### src/rtl/pmod_step_move_ctrl.sv
// pmod_step_move_ctrl: command-driven stepper move sequencer (one step_pulse per step, coil settle after move).
// Optional soft start with STEP_SOFT_START_EN: the first RAMP_STEPS steps of a move use twice the period.
module pmod_step_move_ctrl #(
    parameter int CNT_W         = 16,
    parameter int PER_W         = 24,
    parameter int MIN_PERIOD    = 1000,
    parameter int SETTLE_CYCLES = 100000,
    parameter int RAMP_STEPS    = 8
) (
    input  logic             clk,
    input  logic             rst,
    input  logic             cmd_valid,
    output logic             cmd_ready,
    input  logic             cmd_dir,
    input  logic [CNT_W-1:0] cmd_steps,
    input  logic [PER_W-1:0] cmd_period,
    input  logic             abort,
    output logic             motor_en,
    output logic             motor_dir,
    output logic             step_pulse,
    output logic             busy,
    output logic             done,
    output logic             aborted,
    output logic [CNT_W-1:0] steps_left
);
`ifdef STEP_SOFT_START_EN
    localparam int RAMP_N = RAMP_STEPS;
`else
    localparam int RAMP_N = 0;
`endif
    localparam int PW = (RAMP_N > 0) ? PER_W + 1 : PER_W;
    localparam int SW = $clog2(SETTLE_CYCLES + 1);
    localparam int RW = $clog2(RAMP_STEPS + 1);

    typedef enum logic [1:0] {IDLE, RUN, SETTLE, DONE} state_t;

    state_t           state, nxt;
    logic             live;
    logic [PER_W-1:0] eff;
    logic [PW-1:0]    pcnt;
    logic [PW-1:0]    per_m1;
    logic [SW-1:0]    scnt;
    logic [RW-1:0]    ramp;
    logic             ramp_active;
    logic             accept;

    assign ramp_active = (RAMP_N != 0) && (ramp != RW'(RAMP_N));
    assign per_m1      = (ramp_active ? PW'({eff, 1'b0}) : PW'(eff)) - PW'(1);
    assign accept      = cmd_ready && cmd_valid;

    always_ff @(posedge clk or negedge rst) begin
        if (!rst)
            state <= IDLE;
        else
            state <= nxt;
    end

    always_comb begin
        nxt        = state;
        cmd_ready  = 1'b0;
        busy       = 1'b1;
        motor_en   = 1'b0;
        step_pulse = 1'b0;
        done       = 1'b0;
        unique case (state)
            IDLE: begin
                cmd_ready = live;
                busy      = 1'b0;
                if (cmd_valid && live)
                    nxt = (cmd_steps == '0) ? DONE : RUN;
            end
            RUN: begin
                motor_en   = 1'b1;
                step_pulse = (pcnt == per_m1);
                if (abort || (step_pulse && steps_left == CNT_W'(1)))
                    nxt = SETTLE;
            end
            SETTLE: begin
                motor_en = 1'b1;
                if (scnt == SW'(SETTLE_CYCLES - 1))
                    nxt = DONE;
            end
            DONE: begin
                done = 1'b1;
                nxt  = IDLE;
            end
            default: nxt = IDLE;
        endcase
    end

    // live keeps cmd_ready low while reset is asserted
    always_ff @(posedge clk or negedge rst) begin
        if (!rst) begin
            live       <= 1'b0;
            motor_dir  <= 1'b0;
            steps_left <= '0;
            eff        <= '0;
            pcnt       <= '0;
            scnt       <= '0;
            ramp       <= '0;
            aborted    <= 1'b0;
        end else begin
            live <= 1'b1;
            if (accept) begin
                motor_dir  <= cmd_dir;
                steps_left <= cmd_steps;
                eff        <= (cmd_period < PER_W'(MIN_PERIOD)) ? PER_W'(MIN_PERIOD) : cmd_period;
                pcnt       <= '0;
                scnt       <= '0;
                ramp       <= '0;
                aborted    <= 1'b0;
            end else if (state == RUN) begin
                pcnt <= step_pulse ? '0 : pcnt + PW'(1);
                scnt <= '0;
                if (step_pulse && steps_left != '0)
                    steps_left <= steps_left - CNT_W'(1);
                if (step_pulse && ramp_active)
                    ramp <= ramp + RW'(1);
                if (abort)
                    aborted <= 1'b1;
            end else if (state == SETTLE) begin
                scnt <= scnt + SW'(1);
            end
        end
    end
endmodule

### config.mk
export PLATFORM = sky130hd
export DESIGN_NAME = pmod_step_move_ctrl
export DESIGN_NICKNAME = d
export VERILOG_FILES = /design/src/rtl/pmod_step_move_ctrl.sv
export SDC_FILE = /design/constraint.sdc
export NUM_CORES = 1
export LEC_CHECK = 0
export CORE_MARGIN = 5
export CORE_UTILIZATION = 23
export DETAILED_ROUTE_END_ITERATION = 10
export GPL_TIMING_DRIVEN = 1
export PLACE_DENSITY = 0.45
export SLEW_MARGIN = 40
export SYNTH_ARGS = -nofsm -noshare
export SYNTH_HDL_FRONTEND = slang
export SYNTH_SLANG_ARGS = --single-unit
### constraint.sdc
create_clock -name clk -period 2.9 [get_ports clk]
set_input_delay 0.725 -clock clk [delete_from_list [all_inputs] [get_ports clk]]
set_output_delay 0.725 -clock clk [all_outputs]
set_load 0.005 [all_outputs]
* After elaboration in Yosys (flattened, before gate mapping)
Cells that the tools add are included.
Storage, ports and cells: flip-flop bits (word level) 86, bits of input ports 45, logic and storage cells 61
Cells by class: add/subtract/negate cells 4, magnitude comparators 1, equality and inequality tests 9, multiplexer cells 23, reductions and logical operators 16
Operators with widths (number):
- $mux 24 | 4
- $mux 17 | 3
- $mux 16 | 3
- $add 24x1->24 const B | 1
- $eq 24x24->1 | 1
- $lt 24x10->1 const B | 1
- $sub 24x1->24 const B | 1
- $add 17x1->17 const B | 1
- $eq 17x17->1 const B | 1
- $eq 16x1->1 const B | 1
- $logic_not 16->1 | 1
- $reduce_bool 16->1 | 1
- $sub 16x1->16 const B | 1
- $mux 1 | 8
- $mux 2 | 4
- $pmux 2 s4 | 1
- $ne 2x2->1 const B | 3
- $reduce_bool 2->1 | 3
- $eq 2x2->1 const B | 2
- $logic_and 1x1->1 | 4
- $reduce_and 2->1 | 2
- $reduce_and 3->1 | 1
- $reduce_bool 3->1 | 1
- $eq 2x1->1 const B | 1
- other kinds (3) | 3

* Logic depth before layout (Yosys ltp)
word-level depth 7, mapped depth 11, gate-level depth less buffers 10

* Worst setup path after synthesis
No wires, ideal clock.
kind register to output, from register eff[5], to output port step_pulse, arrival 2.484 ns, slack -0.309 ns, stages on the path, launching flop included 7, buffers on the path 0, cell sequence dfrtp_1 nor4_2 nand4_1 or4_1 a2111oi_1 nand3_1 nor2_1
Between the ends: cells in the longest elaborated chain, start to end 3
RTL lines:
- start, declared | RTL line 39 | logic [PER_W-1:0] eff;
- start signal, assigned | RTL line 107 | eff <= (cmd_period < PER_W'(MIN_PERIOD)) ? PER_W'(MIN_PERIOD) : cmd_period;
- $sub 24x1->24 | RTL line 48 | assign per_m1 = (ramp_active ? PW'({eff, 1'b0}) : PW'(eff)) - PW'(1);
- $eq 24x24->1 | RTL line 74 | step_pulse = (pcnt == per_m1);
- $mux 1 | RTL line 65 | unique case (state)
- end, declared | RTL line 20 | output logic step_pulse,
No other way between the ends.

* Final worst setup path
from register eff[18], to output port step_pulse
Same word-level chain as after synthesis.

==> results by group <==
Layout
  – Multi-input gate area: 3470 sq um
  – Final instance area: 7980 sq um
  – Post-route insts no fill: 1,070
  – Finished Core Util: 35.4%
  – N_diodes: 0
  – Most common cell after layout, fill and taps aside: nand2_1
  – Layout area overhead: 51.8%
  – Layout cells sized above 1: 26.6%
  – Reg area: 2150 sq um
  – Layout Nets: 835
  – FILL cells: 2,309
  – Most frequent cells in the layout: nand2_1 (97), buf_4 (96), dfrtp_1 (86)

Floorplan
  – Chip Height: 161 um
  – Die Wd: 161 um
  – Std cell rows: 55
  – I/O pin count: 68
  – Initial Utilization: 23.3%
  – DIE AREA: 26,000 sq um
  – Core Region: 22,600 sq um

Synthesis
  – Post-Synthesis Cells: 600
  – Synth Cell Area: 5260 sq um
  – Seq/Total Area, Yosys: 40.9%
  – Synthesized flop and latch total: 86
  – Post-synth EDFFs: 0
  – Primary FF master, synth: dfrtp_1
  – Async set or reset register ratio after synthesis: 100%
  – Yosys cell types: 69
  – Synth warn: 0
  – Synth Net Count: 655
  – Average size of a mapped cell: 8.76 sq um

Pwr
  – Combinational share of power: 53.0%
  – Flop pwr share: 27.3%
  – Switching Share: 40.2%
  – Clock power share: 19.7%
  – Total power draw: 6.67 mW
  – PD cells: 835 nW/um^2
  – Int Pwr: 3.98 mW
  – Net Sw Power: 2.68 mW
  – Worst ir drop on vdd: 0.425 mV
  – Pleak: 3.41 nW

Clocking
  – Clock Latency Late Sink: 0.35 ns
  – Clock sink count: 86
  – Clk buf depth: 2
  – Clock root buffer: clkbuf_16
  – Clock-pin slew on the worst setup and hold paths: 0.06 ns
  – TritonCTS Buffers: 9
  – H-tree levels: 3
  – CTS tree: built

Setup path
  – Crit path DAT: 2.70 ns
  – Crit path max-delay family: simple AND/OR/NAND/NOR gates
  – FF-to-FF setup slack: -0.50 ns
  – CP bufs+invs: 4
  – CP Max Fanout: 3
  – Crit path depth: 11
  – CP Data Required Time: 2.17 ns
  – R2R cell count: 15
  – Worst path most repeated cell: buf_4
  – Reg2reg start: eff[18]
  – CP Class: reg -> out
  – CP max-delay cell: or4_4
  – Critical path, cell by cell: or4_4 > buf_6 > nand4b_1 > buf_4 > nor4_4 > o211ai_1 > buf_4 > nand2_2 > nand3_2 > nor2_2 > buf_2
  – Crit path capture: step_pulse
  – Critical Path End Type: primary output
  – CP Launch Type: flip-flop
  – CP peak stage delay: 0.55 ns
  – CP Launch Point: eff[18]
  – R2r endpoint: steps_left[5]

Route
  – Wire length per cell: 16.8 um
  – Residual DRC: 0
  – Final WL: 18,000 um
  – Pre-Repair DR Iteration Count: 4
  – Final ANT Viol Nets: 0
  – Via count: 5,274
  – Via density per instance: 4.93
  – Iter 0 DRT Violations: 228

STA
  – Setup violators final: 43
  – Final period util: 118%
  – Fmax: 0.292 GHz
  – RSZ-0062 raised after global routing: true
  – Slew @ Worst Pin: 0.627 ns
  – Final WS setup: -0.528 ns
  – Max_slew headroom: 58.1%
  – Fin. Hold Viols: 0
  – Fin crit period: 3.43 ns
  – Setup TNS: -12.54 ns
  – Max Transition Viols Final: 0
  – Clock Skew: 0.0117 ns

Placement
  – Hpwl dp: 13,100 um
  – Cell Area, Placed: 7020 sq um
  – Placed Instances: 1,033
  – GP Congestion: 0.856
  – Port Buffers: 67

Status
  – Failing checks: setup timing
  – Status: finished with violations

GRT
  – Pin count of the biggest net entering global routing: 44
  – First-pass GRT wire length: 28,800 um
  – Initial antenna violation count: 0
  – Vias in the first global route: 5,410
  – Grt total ovfl: 0
  – Global Route Usage Sum: 13.8%

Worst hold path
  – Min-delay worst type: in -> async

Flow run
  – Max Cap Viol: 0
stage by stage:
stage | setup slack (ns) | hold slack, ns
3_5_place_dp | -0.772 | 0.498
6_report | -0.528 | 0.367
5_1_grt | -0.638 | 0.414
3_3_place_gp | -0.678 | 0.457
4_1_cts | -0.629 | 0.390
2_1_floorplan | -0.179 | 0.429
logic make-up after synthesis:
logic type | after synthesis | share of synthesized area (%)
AND/OR/NAND/NOR | 308 | 30.3
AO/OA/AOI/OAI | 108 | 14.3
flip-flops | 86 | 40.9
XOR/XNOR | 48 | 7.99
buffers and inverters | 31 | 2.43
adder cells (fa/ha/maj) | 10 | 2.38
multiplexers | 8 | 1.59
other | 1 | 0.0713
area by class of cell:
| type | count | share of cell area (%) |
|---|---|---|
| multi-input cells | 487 | 43.5 |
| inverters | 13 | 0.611 |
| flip-flops and latches | 86 | 27.0 |
| clock buffers | 9 | 2.82 |
| clock inverters | 7 | 1.33 |
| repair buffers | 183 | 20.3 |
| well taps | 285 | 4.47 |
power groups by stage:
stage	clock network (mW)	registers (mW)	logic, mW
2_1_floorplan	0	1.85	1.57
3_3_place_gp	0	1.81	3.08
3_5_place_dp	0	1.81	3.11
4_1_cts	1.34	1.81	3.49
5_1_grt	1.39	1.87	3.83
6_report	1.31	1.82	3.54
how the worst min path moves through the flow:
stage / cells after the start / slack, ns / from / end
2_1_floorplan: 0 / 0.43 / rst / aborted
3_5_place_dp: 2 / 0.50 / motor_dir / motor_dir
4_1_cts: 1 / 0.39 / rst / steps_left[1]
6_report: 1 / 0.37 / rst / steps_left[0]
3_3_place_gp: 2 / 0.46 / motor_dir / motor_dir
5_1_grt: 1 / 0.41 / rst / steps_left[1]
sequential cells by signal (all words and copies together) (netlist names):
name and count:
aborted 1, eff 24, live 1, motor_dir 1, pcnt 24, scnt 17, state 2, steps_left 16
timing repair:
action | 4_1_cts | 5_1_grt
hold buffers | 0 | 0
setup buffers | 18 | 11
pin swaps | 23 | 50
resized for setup | 53 | 61
cloned | 5 | 0
setup endpoints to repair | 43 | 43
Yosys cell counts, drive strengths merged, types with 2 or more instances:
cell type  count  area share, %
or3           16            2.0
nor3b          4           0.57
clkbuf        12           0.86
nand4b         3           0.50
and3          13            1.5
nor2          50            3.6
a211oi         2           0.52
mux2i          5           0.95
buf            6           0.64
a21o           8            1.1
nand2         98            7.0
ha            10            2.4
dfrtp         86             41
a2111oi        2           0.71
a21oi         16            1.5
or4            6           0.93
xnor2         28            4.7
a22o           5           0.83
nor4b          2           0.45
a22oi          2           0.29
o211ai         2           0.29
nand2b         5           0.59
o311ai         7            1.2
xor2          20            3.3
or2            4           0.48
and2           3           0.36
o21ai         34            3.2
nor2b          4           0.48
nor4          18            2.3
and4           5           0.83
o211a          2           0.38
nand3b         3           0.43
nor3          20            2.0
inv           13           0.93
o31ai          2           0.29
a31oi         15            1.9
mux2           3           0.64
nand4         17            2.4
nand3         33            3.1
metal layers:
metal  part of all wire, %  global-route usage (%)
met3                   3.7                    2.04
met1                    43                    17.0
met2                    51                    24.2
met4                   2.8                    6.05
met5                     0                       0
No activity file was read; power rests on OpenSTA's default activity.
